[config.mk]
export PLATFORM = sky130hd
export DESIGN_NAME = vector_ld_st
export DESIGN_NICKNAME = d
export VERILOG_FILES = /design/src/rtl/vector_pkg.sv /design/src/rtl/vector_ld_st.sv
export SDC_FILE = /design/constraint.sdc
export NUM_CORES = 1
export LEC_CHECK = 0
export CORE_MARGIN = 2
export CORE_UTILIZATION = 53
export DETAILED_ROUTE_END_ITERATION = 8
export HOLD_SLACK_MARGIN = 0.06
export PLACE_DENSITY = 0.85
export SYNTH_ARGS = -nofsm -noshare
export SYNTH_HDL_FRONTEND = slang
export SYNTH_SLANG_ARGS = --single-unit
[constraint.sdc]
create_clock -name clk -period 3.1 [get_ports clk]
set_clock_uncertainty 0.1 [all_clocks]
set_input_delay 0.62 -clock clk [delete_from_list [all_inputs] [get_ports clk]]
set_output_delay 0.62 -clock clk [all_outputs]
set_load 0.02 [all_outputs]
[src/rtl/vector_pkg.sv]
// Shared widths, state encoding and byte-offset constant for the vector
// store serializer.
package vector_pkg;

    localparam int VW_DEFAULT     = 128;
    localparam int DW_DEFAULT     = 32;
    localparam int LANES          = VW_DEFAULT / DW_DEFAULT;
    localparam int BYTES_PER_WORD = DW_DEFAULT / 8;

    typedef enum logic {
        IDLE   = 1'b0,
        VSTORE = 1'b1
    } state_t;

endpackage

[src/rtl/vector_ld_st.sv]
// Memory-stage store unit: scalar stores pass through in one cycle, vector
// stores are captured and written one DW-bit lane per cycle while the CPU stalls.
module vector_ld_st
    import vector_pkg::*;
#(
    parameter int VW = VW_DEFAULT,
    parameter int DW = DW_DEFAULT
) (
    input  logic          clk,
    input  logic          rst,
    input  logic          mem_wen,
    input  logic          mem_wen_v,
    input  logic [VW-1:0] input_vector_B,
    output logic          stall_cpu,
    output logic [DW-1:0] m_address,
    output logic [DW-1:0] m_wdata,
    output logic          m_we,
    output state_t        state_dbg
);

    localparam int NLANES = VW / DW;
    localparam int LANE_W = (NLANES > 1) ? $clog2(NLANES) : 1;
    localparam int BPW    = DW / 8;

    // Handshake: requests are single-cycle strobes sampled at a rising edge
    // while IDLE; no ready is returned, stall_cpu holds the CPU until the
    // serializer is back in IDLE, and requests seen in VSTORE are dropped.

    state_t              state_q, state_d;
    logic [LANE_W-1:0]   lane_q, lane_d;
    logic [VW-1:0]       shadow_q, shadow_d;
    logic                stall_d, we_d;
    logic [DW-1:0]       addr_d, wdata_d;

    always_ff @(posedge clk or negedge rst) begin
        if (!rst) begin
            state_q   <= IDLE;
            lane_q    <= '0;
            shadow_q  <= '0;
            stall_cpu <= 1'b0;
            m_we      <= 1'b0;
            m_address <= '0;
            m_wdata   <= '0;
        end else begin
            state_q   <= state_d;
            lane_q    <= lane_d;
            shadow_q  <= shadow_d;
            stall_cpu <= stall_d;
            m_we      <= we_d;
            m_address <= addr_d;
            m_wdata   <= wdata_d;
        end
    end

    always_comb begin
        state_d  = state_q;
        lane_d   = lane_q;
        shadow_d = shadow_q;
        stall_d  = stall_cpu;
        we_d     = 1'b0;
        addr_d   = m_address;
        wdata_d  = m_wdata;
        case (state_q)
            IDLE: begin
                // Vector request wins; a simultaneous scalar request is dropped.
                if (mem_wen_v) begin
                    shadow_d = input_vector_B;
                    lane_d   = '0;
                    state_d  = VSTORE;
                    stall_d  = 1'b1;
                end else if (mem_wen) begin
                    we_d    = 1'b1;
                    wdata_d = input_vector_B[DW-1:0];
                    addr_d  = '0;
                end
            end
            VSTORE: begin
                we_d    = 1'b1;
                wdata_d = shadow_q[int'(lane_q)*DW +: DW];
                addr_d  = DW'(lane_q) * DW'(BPW);
                if (lane_q == LANE_W'(NLANES - 1)) begin
                    state_d = IDLE;
                    stall_d = 1'b0;
                    lane_d  = '0;
                end else begin
                    lane_d = lane_q + LANE_W'(1);
                end
            end
            default: state_d = IDLE;
        endcase
    end

    assign state_dbg = state_q;

endmodule

### After elaboration in Yosys (flattened, before gate mapping)

Cells that the tools add are included.

| word-level totals | value |
|---|---|
| latch bits | 0 |
| bits in writable memories | 0 |
| input port bits | 132 |
| output and inout bits | 67 |
| register bits after elaboration | 197 |
| memories kept | 0 |
| ROM bits | 0 |
| logic and storage cells | 36 |

| cells by class | value |
|---|---|
| bitwise logic cells | 1 |
| shift-type cells | 1 |
| $add $sub $neg | 1 |
| div/mod/pow operators | 0 |
| multiplexer cells | 18 |
| magnitude comparators | 0 |
| equality and inequality tests | 5 |
| reduce and logical (&&, ||, !) cells | 3 |
| multiply operators | 0 |

Operators with widths:

| kind | count |
|---|---|
| two-way mux 32 bit | 4 |
| case mux 32 bit (2 select lines) | 2 |
| variable part select 128 x 8 -> 32 bit | 1 |
| two-way mux 1 bit | 6 |
| != test 2 bit (second input constant) | 3 |
| case mux 1 bit (2 select lines) | 3 |
| AND reduction 2 bit | 3 |
| two-way mux 2 bit | 2 |
| case mux 2 bit (2 select lines) | 1 |
| adder 2 x 1 -> 2 bit (second input constant) | 1 |
| == test 2 bit (second input constant) | 1 |
| != test 2 x 1 -> 1 bit (second input constant) | 1 |
| NOT 1 bit | 1 |

### Longest topological paths before layout

| logic depth | value |
|---|---|
| depth in word-level cells | 3 |
| depth in mapped cells | 5 |

### Worst setup path after synthesis

Ideal clock, no wire load.

| timing | value |
|---|---|
| path kind | input port to flip-flop |
| from | input port mem_wen_v |
| to | register shadow_q[100] |
| cell stages on the path | 4 |
| buffers on the path | 2 |
| data required time | 2875 ps |
| data arrival time | 1400 ps |
| setup time | 125 ps |
| path slack | 1476 ps |
| cells stage by stage | nor2b_4 > buf_6 > clkbuf_8 > mux2_2 |

| between the ends | value |
|---|---|
| cells in the longest elaborated chain, start to end | 1 |

RTL lines:

| what | RTL line | RTL |
|---|---|---|
| start, declared | vector_ld_st.sv:12 | `input logic mem_wen_v,` |
| AND reduction 2 bit (no line) | n/a |  |
| end signal, assigned | vector_ld_st.sv:47 | `shadow_q <= shadow_d;` |
| end, declared | vector_ld_st.sv:31 | `logic [VW-1:0] shadow_q, shadow_d;` |

Every way passes these cells.
A chain may end at the register's enable or synchronous reset.

### Worst setup path after layout

| timing | value |
|---|---|
| from | register state_q, in the netlist state_dbg |
| to | output port state_dbg |

RTL lines:

| what | RTL line | RTL |
|---|---|---|
| start, declared | vector_ld_st.sv:29 | `state_t state_q, state_d;` |
| start signal, assigned | vector_ld_st.sv:45 | `state_q <= state_d;` |
| end, declared | vector_ld_st.sv:18 | `output state_t state_dbg` |

No word-level cell between the ends.

==> metrics <==
Syn Inst Count 551; Root Buffer clkbuf_16; most common cell in the netlist dfrtp_1; CP Capture Type output pin; H-tree depth 4; critical path, cell by cell clkdlybuf4s50_1; initial antenna violation count 0; Logic pwr share 0.394; Die Span X 126 um; critical path endpoint state_dbg; Main synth FF type dfrtp_1; register area share after synthesis 0.534; final hold violations 0; synth-to-layout area growth 28.7%; layout cells sized above 1 0.266; TritonCTS Buffers 17; Max stage delay on crit path between 0.7 and 0.8 ns; number of global-route vias before repair about 5600; final non-filler cell total just over 900; Iter 0 DRT Violations between 300 and 400; Max Cap Violations 0; count of final setup violators 0; Leak Pwr roughly 4.3 nW; Die H approximately 130 um; worst path required time ~2.4 ns; wire per inst between 15 and 20 um; dpl hpwl between 10000 and 15000 um; Worst VDD drop 0.562 mV; # diodes 0; Final period util 0.832; CP Buf/Inv Count 1; Synth cell types 28; Post-synth EDFFs 0; minimum clock period about 2.6 ns; max_slew headroom 0.421; Vias/cell approximately 5.7; Setup crit start state_dbg$_DFF_PN0_; worst reg2reg path depth 4; Worst-path clk slew ~0.060 ns; top cell type's share of synthesized area 0.534; I/O pins between 150 and 200; dpl cells 874; Synth Register Bits about 170; yosys warns 0; max-slew violation count 0; CP startpoint kind flip-flop; Internal Power 0.00690 W; worst reg2reg setup slack 1.00 ns; Setup Total Neg Slack 0 ns; CTS tree built; leading area contributor after synthesis dfrtp_1; hold path depth 1; register share of total power 0.401; Crit path max-delay family flip-flops; RSZ-0062 raised after global routing no; clk buf depth 2; Skew-Pair Late Insertion Delay just over 0.4 ns; asr flop ratio synth 1.00; CP max-delay cell dfrtp_2; r2r startpoint state_dbg$_DFF_PN0_; Rows 44; fin nets between 800 and 900; pwr/cell area 1030 nW/um2; Pre-Repair DR Iteration Count 4; final wirelength between 15000 and 20000 um; Worst EP arrival ~1.9 ns; Max Fclk about 390 MHz; largest net degree at the start of global routing 65; clock group share of total power 0.204; Max FO, Critical Path 26; sw frac 0.336; final RePlAce weighted congestion between 0.8 and 0.9; Antenna Violating Nets Remaining 0; GRT Total Usage 0.234; Hold Crit Class flip-flop to flip-flop; Synth area leaders dfrtp_1, mux2_2, mux2i_1; Worst-Margin Slew 0.869 ns; Crit Path Category flip-flop to output pin; Post-CTS Setup Bufs 0; status finished clean; core area approximately 14000 um2; Syn Area/Cell ~14 um2; vias after detailed routing 5139; P_sw 0.00349 W; grt ovf 0; RR Endpoint shadow_q[66]$_DFFE_PN0P_; first-pass GRT wire length around 29000 um; die area roughly 16000 um2; critical path depth in cells 1; Post-route DRC 0; clock sink total about 170; starting density of the core 0.540; Post-synth top cells dfrtp_1, mux2_2, mux2i_1, buf_4, and3b_1; # port buffers between 150 and 200; post-synth design cell area between 7000 and 8000 um2
repair_timing:
action,in CTS,in global routing
hold buffers,1,0
hold endpoints to repair,35,0
resized for setup,0,0
layer usage:
layer  wire, um  vias up  GRT usage
met2       9170      199      0.397
met4        274        0     0.0680
met5          0        -          0
li1           -     2300          -
met3       1170       23     0.0727
met1       7500     2617      0.289
cell families (layout without fill, tap and decap cells):
family / after synthesis / in the layout / synth area share
simple gates: 42 / 42 / 0.0440
fa+ha+maj: 2 / 2 / 0.00320
buf+inv: 77 / 220 / 0.0744
mux: 192 / 192 / 0.266
compound gates: 70 / 70 / 0.0779
flops: 167 / 167 / 0.534
other cells: 1 / 30 / 0.000479
registers in the layout, summed over array words and instances, names as in the netlist:
name and flops:
lane_q 2, m_wdata 32, shadow_q 128, m_address 2
m_we 1, state_dbg 1, stall_cpu 1
power by group through the flow:
stage / clock [W] / sequential (W) / combinational [W]
floorplan: 0 / 0.00410 / 0.00279
global placement: 0 / 0.00411 / 0.00392
detailed placement: 0 / 0.00418 / 0.00410
CTS: 0.00216 / 0.00416 / 0.00414
global route: 0.00227 / 0.00430 / 0.00439
finish: 0.00213 / 0.00417 / 0.00410
placed cells by master, fill, tap and decap left out, drive strengths merged, types with 2 or more instances in the layout:
| master | count |
|---|---|
| a211oi | 32 |
| a221oi | 32 |
| and3b | 32 |
| buf | 17 |
| bufinv | 3 |
| clkbuf | 21 |
| clkdlybuf4s50 | 167 |
| clkinv | 3 |
| clkinvlp | 4 |
| conb | 30 |
| dfrtp | 167 |
| ha | 2 |
| inv | 4 |
| mux2 | 128 |
| mux2i | 64 |
| nand2 | 2 |
| nand2b | 2 |
| nor2 | 2 |
| nor2b | 3 |
| o21ai | 2 |
through the flow:
step	setup slack, ns	power, W	hold slack (ns)	util	instance area (um2)
3_3_place_gp	0.604	0.00803	0.388	0.654	9460
6_report	0.522	0.0104	0.406	0.696	10100
3_5_place_dp	0.536	0.00828	0.396	0.654	9460
5_1_grt	0.430	0.0110	0.417	0.696	10100
2_1_floorplan	1.48	0.00689	0.224	-	7930
4_1_cts	0.502	0.0105	0.409	0.696	10100
how the worst min path moves through the flow:
stage,from,endpoint,slack (ns)
6_report,shadow_q[112]$_DFFE_PN0P_,shadow_q[112]$_DFFE_PN0P_,0.41
5_1_grt,shadow_q[8]$_DFFE_PN0P_,shadow_q[8]$_DFFE_PN0P_,0.42
4_1_cts,shadow_q[19]$_DFFE_PN0P_,shadow_q[19]$_DFFE_PN0P_,0.41
3_5_place_dp,shadow_q[56]$_DFFE_PN0P_,shadow_q[56]$_DFFE_PN0P_,0.40
3_3_place_gp,shadow_q[11]$_DFFE_PN0P_,shadow_q[11]$_DFFE_PN0P_,0.39
2_1_floorplan,rst,lane_q[0]$_DFFE_PN0P_,0.22
final cells by class:
class	count	area [um2]
Clock buffer	21	450
Clock inverter	11	148
Fill cell	991	4410
Inverter	3	11.3
Multi-Input combinational cell	336	3180
Sequential cell	167	4180
Tap cell	184	230
Timing Repair Buffer	185	1860
No activity file was read; power rests on OpenSTA's default activity.
